[src/rtl/key_insn_encoder_if.sv]
// Game-input instruction bus from the push-button encoder to the processor core.
interface key_insn_encoder_if;
    logic [31:0] insn_key;
    logic        key_pressed;
    logic [2:0]  key_state;

    modport master (
        output insn_key,
        output key_pressed,
        output key_state
    );

    modport slave (
        input insn_key,
        input key_pressed,
        input key_state
    );
endinterface

[src/rtl/key_insn_encoder.sv]
// Turns the three active-low DE2 push-buttons into debounced, auto-repeating game instructions.
// Key bit order everywhere is {left (KEY3), right (KEY2), fire (KEY1)}.
module key_insn_encoder #(
    parameter int unsigned DB_CYCLES     = 35000,
    parameter int unsigned DB_W          = 16,
    parameter int unsigned REPEAT_DELAY  = 1750000,
    parameter int unsigned REPEAT_PERIOD = 350000,
    parameter int unsigned RPT_W         = 21,
    parameter logic [31:0] INSN_LEFT     = 32'h0000_0001,
    parameter logic [31:0] INSN_RIGHT    = 32'h0000_0002,
    parameter logic [31:0] INSN_FIRE     = 32'h0000_0003
) (
    input  logic               clk,
    input  logic               reset,
    input  logic               KEY3,
    input  logic               KEY2,
    input  logic               KEY1,
    key_insn_encoder_if.master key_bus
);

    localparam logic [DB_W-1:0]  DbLast     = DB_W'(DB_CYCLES - 1);
    localparam logic [RPT_W-1:0] RptDelay   = RPT_W'(REPEAT_DELAY - 1);
    localparam logic [RPT_W-1:0] RptPeriod  = RPT_W'(REPEAT_PERIOD - 1);

    logic [2:0]            sync1_q, sync2_q;
    logic [2:0]            lvl;
    logic [2:0][DB_W-1:0]  db_cnt_q, db_cnt_d;
    logic [2:0]            state_q, state_d;
    logic [2:0]            press;
    // Repeat timers exist only for the move keys: index 0 = right, 1 = left.
    logic [1:0][RPT_W-1:0] rpt_cnt_q, rpt_cnt_d;
    logic [1:0]            rpt_evt;
    logic [2:0]            event_set;
    logic [2:0]            pending_q, pending_d;
    logic [2:0]            grant;
    logic [31:0]           insn_q, insn_d;
    logic                  pressed_q, pressed_d;

    assign lvl = ~sync2_q;

    always_comb begin
        state_d  = state_q;
        db_cnt_d = '0;
        for (int k = 0; k < 3; k++) begin
            if (lvl[k] != state_q[k]) begin
                if (db_cnt_q[k] == DbLast) begin
                    state_d[k] = ~state_q[k];
                end else begin
                    db_cnt_d[k] = db_cnt_q[k] + 1'b1;
                end
            end
        end
    end

    assign press = state_d & ~state_q;

    always_comb begin
        rpt_cnt_d = rpt_cnt_q;
        rpt_evt   = '0;
        for (int r = 0; r < 2; r++) begin
            if (press[r+1]) begin
                rpt_cnt_d[r] = RptDelay;
            end else if (state_q[r+1] && state_d[r+1]) begin
                // Only a key that stays held this cycle may repeat; a releasing key is silent.
                if (rpt_cnt_q[r] == '0) begin
                    rpt_evt[r]   = 1'b1;
                    rpt_cnt_d[r] = RptPeriod;
                end else begin
                    rpt_cnt_d[r] = rpt_cnt_q[r] - 1'b1;
                end
            end else begin
                rpt_cnt_d[r] = '0;
            end
        end
    end

    assign event_set = press | {rpt_evt, 1'b0};

    always_comb begin
        grant     = 3'b000;
        insn_d    = insn_q;
        pressed_d = 1'b0;
        if (pending_q[0]) begin
            grant     = 3'b001;
            insn_d    = INSN_FIRE;
            pressed_d = 1'b1;
        end else if (pending_q[2]) begin
            grant     = 3'b100;
            insn_d    = INSN_LEFT;
            pressed_d = 1'b1;
        end else if (pending_q[1]) begin
            grant     = 3'b010;
            insn_d    = INSN_RIGHT;
            pressed_d = 1'b1;
        end
    end

    // A fresh event on the bit being issued keeps it pending.
    assign pending_d = (pending_q & ~grant) | event_set;

    always_ff @(posedge clk or posedge reset) begin
        if (reset) begin
            sync1_q   <= 3'b111;
            sync2_q   <= 3'b111;
            db_cnt_q  <= '0;
            state_q   <= '0;
            rpt_cnt_q <= '0;
            pending_q <= '0;
            insn_q    <= '0;
            pressed_q <= 1'b0;
        end else begin
            sync1_q   <= {KEY3, KEY2, KEY1};
            sync2_q   <= sync1_q;
            db_cnt_q  <= db_cnt_d;
            state_q   <= state_d;
            rpt_cnt_q <= rpt_cnt_d;
            pending_q <= pending_d;
            insn_q    <= insn_d;
            pressed_q <= pressed_d;
        end
    end

    assign key_bus.insn_key    = insn_q;
    assign key_bus.key_pressed = pressed_q;
    assign key_bus.key_state   = state_q;

endmodule

[src/flat_wrapper.sv]
// flat-port wrapper written by rule: the top's interface ports become plain ports
module key_insn_encoder_flat 
#(
    parameter int unsigned DB_CYCLES     = 35000,
    parameter int unsigned DB_W          = 16,
    parameter int unsigned REPEAT_DELAY  = 1750000,
    parameter int unsigned REPEAT_PERIOD = 350000,
    parameter int unsigned RPT_W         = 21,
    parameter logic [31:0] INSN_LEFT     = 32'h0000_0001,
    parameter logic [31:0] INSN_RIGHT    = 32'h0000_0002,
    parameter logic [31:0] INSN_FIRE     = 32'h0000_0003
)
  (clk, reset, KEY3, KEY2, KEY1, key_bus_insn_key, key_bus_key_pressed, key_bus_key_state);
  key_insn_encoder_if key_bus_i ();
  input  logic clk;
  input  logic reset;
  input  logic KEY3;
  input  logic KEY2;
  input  logic KEY1;
  output wire logic [$bits(key_bus_i.insn_key)-1:0] key_bus_insn_key;
  output wire logic [$bits(key_bus_i.key_pressed)-1:0] key_bus_key_pressed;
  output wire logic [$bits(key_bus_i.key_state)-1:0] key_bus_key_state;
  assign key_bus_insn_key = key_bus_i.insn_key;
  assign key_bus_key_pressed = key_bus_i.key_pressed;
  assign key_bus_key_state = key_bus_i.key_state;
  key_insn_encoder #(.DB_CYCLES(DB_CYCLES), .DB_W(DB_W), .REPEAT_DELAY(REPEAT_DELAY), .REPEAT_PERIOD(REPEAT_PERIOD), .RPT_W(RPT_W), .INSN_LEFT(INSN_LEFT), .INSN_RIGHT(INSN_RIGHT), .INSN_FIRE(INSN_FIRE)) u_core (.clk(clk), .reset(reset), .KEY3(KEY3), .KEY2(KEY2), .KEY1(KEY1), .key_bus(key_bus_i));
endmodule
[config.mk]
export PLATFORM = sky130hd
export DESIGN_NAME = key_insn_encoder_flat
export DESIGN_NICKNAME = d
export VERILOG_FILES = /design/src/rtl/key_insn_encoder_if.sv /design/src/rtl/key_insn_encoder.sv /design/src/flat_wrapper.sv
export SDC_FILE = /design/constraint.sdc
export NUM_CORES = 1
export LEC_CHECK = 0
export ABC_AREA = 1
export BUFFER_PORTS_ARGS = -buffer_cell sky130_fd_sc_hd__buf_2
export CAP_MARGIN = 20
export CORE_UTILIZATION = 35
export DETAILED_ROUTE_END_ITERATION = 10
export PLACE_DENSITY = 0.55
export RECOVER_POWER = 25
export SYNTH_ARGS = -nofsm -noshare
export SYNTH_HDL_FRONTEND = slang
export SYNTH_SLANG_ARGS = --single-unit
[constraint.sdc]
create_clock -name clk -period 8.5 [get_ports clk]
set_input_delay 0.85 -clock clk [delete_from_list [all_inputs] [get_ports clk]]
set_output_delay 0.85 -clock clk [all_outputs]
set_load 0.05 [all_outputs]
Yosys cells after proc, flatten, opt, wreduce, memory -nomap -nowiden
Index checks and enable logic that the tools add are counted.
Widths: inputs -> output; s select.
Operators by class
  add/subtract/negate cells: 5
  equality and inequality tests: 6
  muxes and demuxes: 33
  bitwise logic cells: 10
  reductions and logical operators: 5
Operators with widths (number)
  $mux 21: 6
  $mux 16: 6
  $mux 32: 3
  $add 16x1->16 const B: 3
  $eq 16x16->1 const B: 3
  $logic_not 21->1: 2
  $sub 21x1->21 const B: 2
  $mux 1: 15
  $not 3->3: 3
  $and 3x3->3: 2
  $mux 3: 2
  $or 3x3->3: 2
  $ne 1x1->1: 3
  $not 1->1: 3
  $reduce_bool 3->1: 1
  $logic_and 1x1->1: 2
  $mux 2: 1
Storage, ports and cells
  register bits after elaboration: 135
  input bits: 5
  output and inout port bits: 36
  word-level logic and storage cells: 70

Longest topological paths before layout
Gate-level depths: netlist of the first run.
  word-level depth: 8
  mapped depth: 10
  gate-level depth less buffers: 10

Least setup slack after synthesis of the first run
OpenSTA, ideal clock, no wires.
  path kind: reg2out
  from: register u_core.state_q[1] (netlist: u_core.key_bus.key_state[1])
  to: output port key_bus_key_state[1]
  arrival: 748 ps
  data required time: 7650 ps
  slack: 6902 ps
  cell stages (with the launch flop): 1
  path buffers: 0
  cells stage by stage: dfrtp_1
RTL lines
  start, declared: RTL line key_insn_encoder.sv:28  | logic [2:0] state_q, state_d;
  start signal, assigned: RTL line key_insn_encoder.sv:115  | state_q <= state_d;
  end, declared: RTL line flat_wrapper.sv:22  | output wire logic [$bits(key_bus_i.key_state)-1:0] key_bus_key_state;
No word-level cell between the ends.

==> results.json, run 1 <==
{
  "status": "finished, final reports clean",
  "route.detailed.vias_per_inst": 4.503,
  "total_leakage_power_nw": 3.632,
  "overflow": 0,
  "tritoncts_num_sinks": 105,
  "fp.coreArea_mm2": 0.01736,
  "worstMarginPinSlew_ps": 1362,
  "grt_max_degree": 76,
  "cts-htree-levels": 3,
  "cap_violations": 0,
  "fin_crit_ps": 2319,
  "postSynth.asyncResetShare_pct": 100.0,
  "place.gp.congestion": 0.8376,
  "critical_path_cell_sequence": "buf_2 > clkinvlp_2 > buf_4",
  "hold_ws_ps": 355.7,
  "detail_route.wirelength_mm": 12.65,
  "filler_cell_count": 1834,
  "hpwlAfterDp_mm": 9.401,
  "grt_pass1_wl_mm": 22.07,
  "tns_ps": 0,
  "synth_top_flop_cell": "sky130_fd_sc_hd__dfrtp_1",
  "worstPathRequired_ps": 8850,
  "timing.hold.worst.class": "reg -> reg",
  "synth_area_mm2": 0.006238,
  "setup_viol_count_final": 0,
  "area_delta_synth_final_pct": 8.564,
  "nets": 862,
  "drc_errors": 0,
  "start_kind": "input port",
  "cts.root.buffer_cell": "sky130_fd_sc_hd__clkbuf_16",
  "cell_count_after_synthesis": 831,
  "ctsResizeCount": 0,
  "distinct_cells_synth": 39,
  "timing.final.max_slew_violations": 0,
  "timing.critical_path.slowest_cell_delay_ps": 880,
  "synth_area_per_cell_um2": 7.507,
  "cts.hold.buffers_added": 0,
  "drt-wirelength-per-cell_um": 11.71,
  "cp_max_fo": 75,
  "synth_enable_flop_cells": 0,
  "ys_ff_latch": 105,
  "slew_headroom_pct": 8.695,
  "route.antenna.remaining_nets": 0,
  "initial_core_util_pct": 35.94,
  "tritoncts_clock_tree": "yes",
  "drt_pre_antenna_iters": 4,
  "antenna-diode-count": 0,
  "highest_achievable_clock_rate_ghz": 0.4312,
  "die_width_um": 135.5,
  "number_of_cells_in_the_design_after_placement": 1064,
  "timing.setup.critical_path_class": "in -> async",
  "clock_insertion_delay_worst_skew_ps": 350,
  "final-hold-violation-count": 0,
  "dieArea_mm2": 0.01836,
  "synthesis.yosys.warnings": 0,
  "grt.total_usage_pct": 15.19,
  "first_global_vias": 4616,
  "power.density_cell_area_mw_per_mm2": 151.8,
  "unrepaired_setup_endpoints_after_global_routing": "false",
  "fin_skew_ps": 11.20,
  "postCtsSetupBuffers": 0,
  "post_route_cells_drive_above_1_share_pct": 12.40,
  "clk_path_buf_depth": 2,
  "port-buffer-count": 10,
  "ir_drop_v": 0.00008504,
  "chipHeight_um": 135.5,
  "io_pins": 41,
  "clk_pin_slew_ps": 70,
  "crit_path_top_delay_cell": "sky130_fd_sc_hd__buf_4",
  "initialDrtViolationCount": 259,
  "cell_rows": 48,
  "tcrit_tclk_final_pct": 27.28,
  "synth_sequential_area_ratio_pct": 42.24,
  "number_of_vias_in_the_routed_layout": 4863,
  "crit_arrival_ps": 2660,
  "timing.critical_path.to_type": "async pin",
  "cts_buffer_count": 9,
  "grt_antenna_before_repair": 0,
  "final_instance_count_excl_fillers": 1080
}
-- path summary, 6_finish.rpt --
check	startpoint	to	slack, ps	depth (start not counted)
worst max-delay path	reset	u_core.db_cnt_q[9]	6180	3
worst min-delay path	u_core.sync1_q[0]	u_core.sync2_q[0]	360	0
worst max register to register	u_core.key_bus.key_state[2]	u_core.db_cnt_q[43]	6830	6
worst min register to register	u_core.sync1_q[0]	u_core.sync2_q[0]	360	0
max in group clk	u_core.key_bus.key_state[2]	key_bus_key_state[2]	6380	1
min in group asynchronous	reset	u_core.db_cnt_q[23]	790	2
-- worst max-delay path: cells and delay by family --
kind	cells	cell delay, ps
buffers and inverters	3	1760
-- layer usage --
layer / routed length (um) / up-vias / global-route usage, %
li1: - / 2574 / -
met3: 334 / 13 / 2.694
met2: 5737 / 58 / 24.13
met5: 0 / - / 0
met1: 6405 / 2218 / 20.87
met4: 172 / 0 / 4.869
-- state kept, by name, summed over array words and instances (netlist names) --
signal and count:
u_core.db_cnt_q 48, u_core.key_bus.insn_key 2, u_core.key_bus.key_pressed 1, u_core.key_bus.key_state 3, u_core.pending_q 3, u_core.rpt_cnt_q 42, u_core.sync1_q 3, u_core.sync2_q 3
-- where the power goes --
part,switching [mW],internal (mW),total [mW]
sequential,0.00342,0.505,0.509
combinational,0.0469,0.00507,0.0520
clock,0.191,0.276,0.468
total,0.242,0.787,1.03
-- cell usage in the layout (no fill, tap or decap), types with 11 or more instances in the layout --
cell and count:
sky130_fd_sc_hd__xor2_1 24, sky130_fd_sc_hd__conb_1 30, sky130_fd_sc_hd__inv_2 11, sky130_fd_sc_hd__nand3_1 50, sky130_fd_sc_hd__dfrtp_1 99, sky130_fd_sc_hd__nor2_2 15, sky130_fd_sc_hd__o21ai_0 14, sky130_fd_sc_hd__nand2_2 13
sky130_fd_sc_hd__a21oi_1 16, sky130_fd_sc_hd__nor2_4 12, sky130_fd_sc_hd__nor2_1 137, sky130_fd_sc_hd__nand2_1 192, sky130_fd_sc_hd__inv_1 104, sky130_fd_sc_hd__nand4_1 16, sky130_fd_sc_hd__nor3_1 33
-- cell usage after synthesis, types with 13 or more instances --
cell                      count  share of area, %
sky130_fd_sc_hd__o21ai_0     14               1.1
sky130_fd_sc_hd__a21oi_1     16               1.3
sky130_fd_sc_hd__inv_1      103               6.2
sky130_fd_sc_hd__nand3_1     49               3.9
sky130_fd_sc_hd__nand2_1    191                11
sky130_fd_sc_hd__nand2_2     14               1.4
sky130_fd_sc_hd__buf_4       31               3.7
sky130_fd_sc_hd__nor2_1     134               8.1
sky130_fd_sc_hd__nor3_1      33               2.6
sky130_fd_sc_hd__nand4_1     16               1.6
sky130_fd_sc_hd__inv_2       13              0.78
sky130_fd_sc_hd__dfrtp_1     99                40
sky130_fd_sc_hd__xor2_1      24               3.4
sky130_fd_sc_hd__nor2_2      18               1.8
-- metrics by stage --
step	area [um^2]	utilization [%]	total power, mW	setup slack, ps
finish	6773	39.02	1.028	6181
global route	6773	39.02	1.069	5791
CTS	6789	39.11	1.045	6345
detailed placement	6451	37.17	0.5716	6217
global placement	6451	37.17	0.5715	6234
floorplan	6347	-	0.5742	4899
-- cell families after synthesis --
family          count (synthesis)  synth area share (%)
other cells                     1               0.06011
flops                         105                 42.24
simple gates                  493                 36.94
compound gates                 48                 4.573
buf+inv                       149                 10.85
xor+xnor                       28                 3.931
fa+ha+maj                       7                 1.404
-- final cells by class --
class                           instances  area (um^2)  area share (%)
Multi-Input combinational cell        606         3020           44.60
Clock buffer                           11        252.7           3.732
Inverter                              117        440.4           6.503
Clock inverter                          5        85.08           1.256
Tap cell                              225        281.5           4.157
Sequential cell                       105         2635           38.91
Timing Repair Buffer                   11        57.56          0.8498
Note: power is estimated with default switching activity, not from simulation.
==> run 2: changes to the inputs <==
- clock period: 8.5 -> 2.4 ns (I/O delays scaled with it)
==> run 2 against run 1 <==
Against the previous run:
- the run now ends with max-capacitance violations left
- setup slack worse by 5400 ps
- flip-flop and latch count stayed put
- clock skew is 1.3 ps higher
- utilization is 0.25 points higher
- register-to-register slack worse by 6000 ps
- power grew to 3.4 times the previous value
==> results.json, run 2 (synthesized netlist as in run 1, its figures left out) <==
{
  "p_comb_share_pct": 5.5,
  "drc_errors": 0,
  "failed_checks": "max-capacitance violations",
  "drt_pre_antenna_iters": 4,
  "tritoncts_clock_tree": "yes",
  "switching_share_pct": 23.73,
  "grt_pass1_wl_mm": 21.82,
  "highest_achievable_clock_rate_ghz": 0.6313,
  "worstPathBufferInverterCount": 2,
  "clk_path_buf_depth": 2,
  "clk_pin_slew_ps": 80,
  "ctsResizeCount": 0,
  "total_leakage_power_nw": 3.640,
  "tritoncts_num_sinks": 105,
  "post_route_cells_drive_above_1_share_pct": 13.12,
  "tns_ps": 0,
  "p_int_mw": 2.691,
  "chipHeight_um": 135.5,
  "hpwlAfterDp_mm": 9.386,
  "clock_insertion_delay_worst_skew_ps": 350,
  "timing.hold.worst.class": "in -> async",
  "registers_with_the_highest_flip_flop_counts": "u_core.db_cnt_q: 48 flops, u_core.rpt_cnt_q: 42 flops",
  "status": "finished with violations",
  "power_switching_mw": 0.8374,
  "pwr-share-clk_pct": 43.4,
  "regToRegSetupSlack_ps": 820,
  "fin_crit_ps": 1584,
  "worstMarginPinSlew_ps": 1453,
  "timing.final.max_slew_violations": 0,
  "initialDrtViolationCount": 343,
  "cell_rows": 48,
  "port-buffer-count": 10,
  "cts-htree-levels": 3,
  "io_pins": 41,
  "nets": 868,
  "reg2reg_from": "u_core.db_cnt_q[32]",
  "cts.root.buffer_cell": "sky130_fd_sc_hd__clkbuf_16",
  "crit_path_top_delay_cell": "sky130_fd_sc_hd__dfrtp_1",
  "fp.coreArea_mm2": 0.01736,
  "cap_violations": 1,
  "crit-reg2reg-capture": "u_core.rpt_cnt_q[31]",
  "timing.critical_path.to_type": "flop",
  "power.density_cell_area_mw_per_mm2": 517.6,
  "setup_viol_count_final": 0,
  "first_global_vias": 4632,
  "ir_drop_v": 0.0002762,
  "proportion_of_power_drawn_by_flip_flops_and_latches_pct": 51.1,
  "cts_buffer_count": 9,
  "route.antenna.remaining_nets": 0,
  "worst_setup_path_startpoint": "u_core.db_cnt_q[32]",
  "grt.total_usage_pct": 14.89,
  "timing.setup.critical_path_class": "reg -> reg",
  "antenna-diode-count": 0,
  "timing.critical_path.slowest_cell_delay_ps": 390,
  "drt-wirelength-per-cell_um": 11.37,
  "route.detailed.vias_per_inst": 4.488,
  "area_delta_synth_final_pct": 9.266,
  "cp.depth": 10,
  "tcrit_tclk_final_pct": 66.00,
  "mostFrequentLayoutCells": "191 x sky130_fd_sc_hd__nand2_1, 134 x sky130_fd_sc_hd__nor2_1, 102 x sky130_fd_sc_hd__inv_1",
  "fin_skew_ps": 12.50,
  "start_kind": "flop",
  "layout.cells.most_common": "sky130_fd_sc_hd__nand2_1",
  "dieArea_mm2": 0.01836,
  "critPathCapture": "u_core.rpt_cnt_q[31]",
  "fin_total_pwr_mw": 3.528,
  "grt_max_degree": 40,
  "final_core_util_pct": 39.27,
  "critical-path-top-delay-family": "simple AND/OR/NAND/NOR gates",
  "regMostFlops": "u_core.db_cnt_q",
  "reg2reg_depth": 10,
  "grt_antenna_before_repair": 0,
  "cp_max_fo": 8,
  "initial_core_util_pct": 35.94,
  "crit_arrival_ps": 1830,
  "critical_path_cell_sequence": "ha_1 > nand2_1 > inv_1 > nand2_1 > nor2_2 > nand2_1 > nand2_1 > nand2_2 > o21ai_0 > inv_1",
  "worstPathRequired_ps": 2650,
  "detail_route.wirelength_mm": 12.35,
  "number_of_vias_in_the_routed_layout": 4874,
  "crit_path_frequent_cell": "sky130_fd_sc_hd__nand2_1",
  "place.gp.congestion": 0.8407,
  "slew_headroom_pct": 2.573,
  "overflow": 0,
  "unrepaired_setup_endpoints_after_global_routing": "false",
  "final-hold-violation-count": 0,
  "max_ffs_per_register": 48,
  "die_width_um": 135.5
}
==> run 2: cell count changes in the layout (fill, tap and decap cells not counted), sizes merged <==
cell         change
inv              -1
bufinv           -1
buf              +1
dlygate4sd3      +3
clkbuf           +4
==> run 2: worst min-delay path by stage <==
| stage | startpoint | endpoint | slack [ps] | cells past startpoint |
|---|---|---|---|---|
| finish | reset | u_core.db_cnt_q[7] | 220 | 2 |
| global route | reset | u_core.key_bus.key_state[0] | 320 | 2 |
| CTS | reset | u_core.db_cnt_q[15] | 20 | 2 |
| detailed placement | KEY1 | u_core.sync1_q[0] | 350 | 1 |
| global placement | KEY3 | u_core.sync1_q[2] | 350 | 1 |
| floorplan | KEY1 | u_core.sync1_q[0] | 240 | 0 |
==> run 2: metrics by stage <==
step / hold WS (ps) / instance area, um^2 / setup WS (ps) / std cells
2_1_floorplan: 244.5 / 6351 / 847.7 / 860
3_3_place_gp: 345.5 / 6487 / 817.3 / 1067
3_5_place_dp: 346.9 / 6487 / 796.3 / 1067
4_1_cts: 15.30 / 6827 / 798.8 / 1086
5_1_grt: 324.4 / 6817 / 649.7 / 1086
6_report: 218.2 / 6817 / 815.9 / 1086
==> run 2: per-layer routing <==
| metal | global-route usage, % | vias up | share of wire (%) |
|---|---|---|---|
| met4 | 4.494 | 0 | 1.0 |
| met2 | 23.19 | 60 | 44 |
| met1 | 20.86 | 2218 | 52 |
| met5 | 0 | - | 0 |
| met3 | 2.806 | 8 | 2.5 |
| li1 | - | 2588 | - |
==> run 2: repair_timing <==
item / CTS / global route
setup buffers: 0 / 0
hold buffers: 3 / 0
endpoints found under the hold margin: 3 / 0
==> run 2: cell type report <==
| class | count | area, um^2 |
|---|---|---|
| Clock buffer | 13 | 260.3 |
| Inverter | 117 | 440.4 |
| Multi-Input combinational cell | 606 | 3035 |
| Fill cell | 1815 | 10540 |
| Tap cell | 225 | 281.5 |
| Sequential cell | 105 | 2635 |
| Clock inverter | 3 | 48.80 |
| Timing Repair Buffer | 17 | 115.1 |
==> run 2: power groups by stage <==
| stage | clock network [mW] | logic (mW) | registers [mW] |
|---|---|---|---|
| 2_1_floorplan | 0 | 0.202 | 1.83 |
| 3_3_place_gp | 0 | 0.196 | 1.84 |
| 3_5_place_dp | 0 | 0.197 | 1.83 |
| 4_1_cts | 1.61 | 0.201 | 1.80 |
| 5_1_grt | 1.66 | 0.217 | 1.80 |
| 6_report | 1.53 | 0.194 | 1.80 |
==> run 3: changes to the inputs <==
- clock period: 2.4 -> 1.5 ns (I/O delays scaled with it)
==> run 3 against run 2 <==
Against the previous run:
- the flow now finishes without violations
- via count is 6.4% higher
- combinational power is 76% higher
- non-clock buffer count grew 56
- sequential share of layout area fell by 4.2 points
- first-iteration DRC count decreased by 17%
- utilization increased by 4.9 points
- final cell count rose by 5.2%
- hold slack improved by 140 ps
- power rose by 62%
==> results.json, run 3 (synthesized netlist as in run 1, its figures left out) <==
{
  "status": "finished, final reports clean",
  "place.gp.congestion": 0.8487,
  "final_instance_count_excl_fillers": 1143,
  "tritoncts_clock_tree": "yes",
  "cap_violations": 0,
  "hold_ws_ps": 357.9,
  "ir_drop_v": 0.0005921,
  "highest_achievable_clock_rate_ghz": 0.6734,
  "worstPathRequired_ps": 1740,
  "crit_path_top_delay_cell": "sky130_fd_sc_hd__dfrtp_1",
  "registers_with_the_highest_flip_flop_counts": "u_core.db_cnt_q: 48 flops, u_core.rpt_cnt_q: 42 flops",
  "die_width_um": 135.5,
  "total_leakage_power_nw": 4.048,
  "grt.total_usage_pct": 15.65,
  "grt_max_degree": 68,
  "initialDrtViolationCount": 284,
  "cts-htree-levels": 3,
  "number_of_cells_in_the_design_after_placement": 1102,
  "fin_crit_ps": 1485,
  "route.detailed.vias_per_inst": 4.539,
  "detail_route.wirelength_mm": 13.74,
  "antenna-diode-count": 0,
  "grt_pass1_wl_mm": 22.76,
  "crit-reg2reg-capture": "u_core.pending_q[2]",
  "worst_hold_path.num_cells": 0,
  "overflow": 0,
  "crit_path_frequent_cell": "sky130_fd_sc_hd__nand2_2",
  "route.antenna.remaining_nets": 0,
  "fin_total_pwr_mw": 5.718,
  "drc_errors": 0,
  "clock_insertion_delay_worst_skew_ps": 350,
  "area_delta_synth_final_pct": 22.82,
  "grt_antenna_before_repair": 0,
  "final_core_util_pct": 44.15,
  "reg2reg_depth": 10,
  "initial_core_util_pct": 35.94,
  "worstMarginPinSlew_ps": 923.2,
  "hpwlAfterDp_mm": 9.893,
  "drt-wirelength-per-cell_um": 12.02,
  "number_of_vias_in_the_routed_layout": 5188,
  "layout.cells.most_common": "sky130_fd_sc_hd__nand2_1",
  "max_ffs_per_register": 48,
  "crit_arrival_ps": 1720,
  "regMostFlops": "u_core.db_cnt_q",
  "timing.setup.critical_path_class": "reg -> reg",
  "tritoncts_num_sinks": 105,
  "chipHeight_um": 135.5,
  "unrepaired_setup_endpoints_after_global_routing": "true",
  "final_design_area_no_fill_mm2": 0.007662,
  "setup_viol_count_final": 0,
  "critical_path_cell_sequence": "ha_4 > nand2_2 > inv_2 > nand2_2 > nor2_4 > nand2_2 > nand2_2 > nand2_4 > nand3_1 > nand3_1",
  "fin_skew_ps": 9.060,
  "timing.critical_path.slowest_cell_delay_ps": 400,
  "hold-path-endpoint": "u_core.sync2_q[0]",
  "post_dp_cell_area_mm2": 0.006765,
  "power.density_cell_area_mw_per_mm2": 746.3,
  "io_pins": 41,
  "port-buffer-count": 10,
  "slew_headroom_pct": 38.45,
  "cts.root.buffer_cell": "sky130_fd_sc_hd__clkbuf_16",
  "final-hold-violation-count": 0,
  "reg2reg_from": "u_core.db_cnt_q[33]",
  "timing.critical_path.to_type": "flop",
  "fp.coreArea_mm2": 0.01736,
  "post_route_cells_drive_above_1_share_pct": 25.38,
  "mostFrequentLayoutCells": "173 x sky130_fd_sc_hd__nand2_1, 122 x sky130_fd_sc_hd__nor2_1, 97 x sky130_fd_sc_hd__inv_1",
  "min-delay-start": "u_core.sync1_q[0]",
  "first_global_vias": 4850,
  "tcrit_tclk_final_pct": 99.00,
  "clk_path_buf_depth": 2,
  "cts_buffer_count": 9,
  "timing.hold.worst.class": "reg -> reg",
  "drt_pre_antenna_iters": 4,
  "cp_max_fo": 8,
  "timing.final.max_slew_violations": 0,
  "regToRegSetupSlack_ps": 20,
  "cell_rows": 48,
  "nets": 925,
  "start_kind": "flop",
  "dieArea_mm2": 0.01836,
  "clk_pin_slew_ps": 80
}
[run 3: worst max-delay path by stage]
stage / start / to
floorplan: reset / u_core.key_bus.key_state[1]
global placement: u_core.db_cnt_q[16] / u_core.rpt_cnt_q[12]
detailed placement: u_core.db_cnt_q[32] / u_core.pending_q[2]
CTS: u_core.rpt_cnt_q[0] / u_core.rpt_cnt_q[16]
global route: u_core.db_cnt_q[32] / u_core.db_cnt_q[44]
finish: u_core.db_cnt_q[33] / u_core.pending_q[2]
[run 3: metrics by stage]
step | TNS, ps | setup WS (ps)
finish | 0 | 15.05
global route | -1474 | -68.23
CTS | 0 | 2.131
detailed placement | -145.0 | -39.67
global placement | -0.3666 | -0.3666
floorplan | -28.90 | -14.45
[run 3: metal layers]
| layer | global-route usage (%) | share of wire [%] |
|---|---|---|
| met1 | 22.53 | 51 |
| met5 | 0 | 0 |
| met2 | 24.02 | 45 |
| met4 | 3.683 | 0.97 |
| met3 | 3.068 | 2.3 |
[run 3: timing repair]
| item | 4_1_cts | 5_1_grt |
|---|---|---|
| hold endpoints to repair | 102 | 0 |
| buffers inserted | 2 | 18 |
| pin swaps | 5 | 30 |
| setup endpoints to repair | 20 | 69 |
| resized for setup | 7 | 96 |
| cloned | 0 | 1 |
| hold buffers | 4 | 0 |
[run 3: layout make-up]
cell class / instances / area (um^2)
Fill cell: 1730 / 9694
Multi-Input combinational cell: 607 / 3415
Sequential cell: 105 / 2641
Timing Repair Buffer: 73 / 560.5
Inverter: 117 / 452.9
Tap cell: 225 / 281.5
Clock buffer: 10 / 239.0
Clock inverter: 6 / 72.57
[run 3: worst max-delay path: cells and delay by family (launching register included)]
family                     cells  cell delay (ps)
DFF                            1              400
and+or+nand+nor                8              720
adders and majority gates      1              170
buffers and inverters          1               70
[run 3: power by group]
part / total, mW / leakage, nW / internal, mW / switching (mW)
sequential: 2.89 / 1.43 / 2.86 / 0.0246
clock: 2.49 / 0.143 / 1.36 / 1.13
combinational: 0.341 / 2.47 / 0.0609 / 0.281
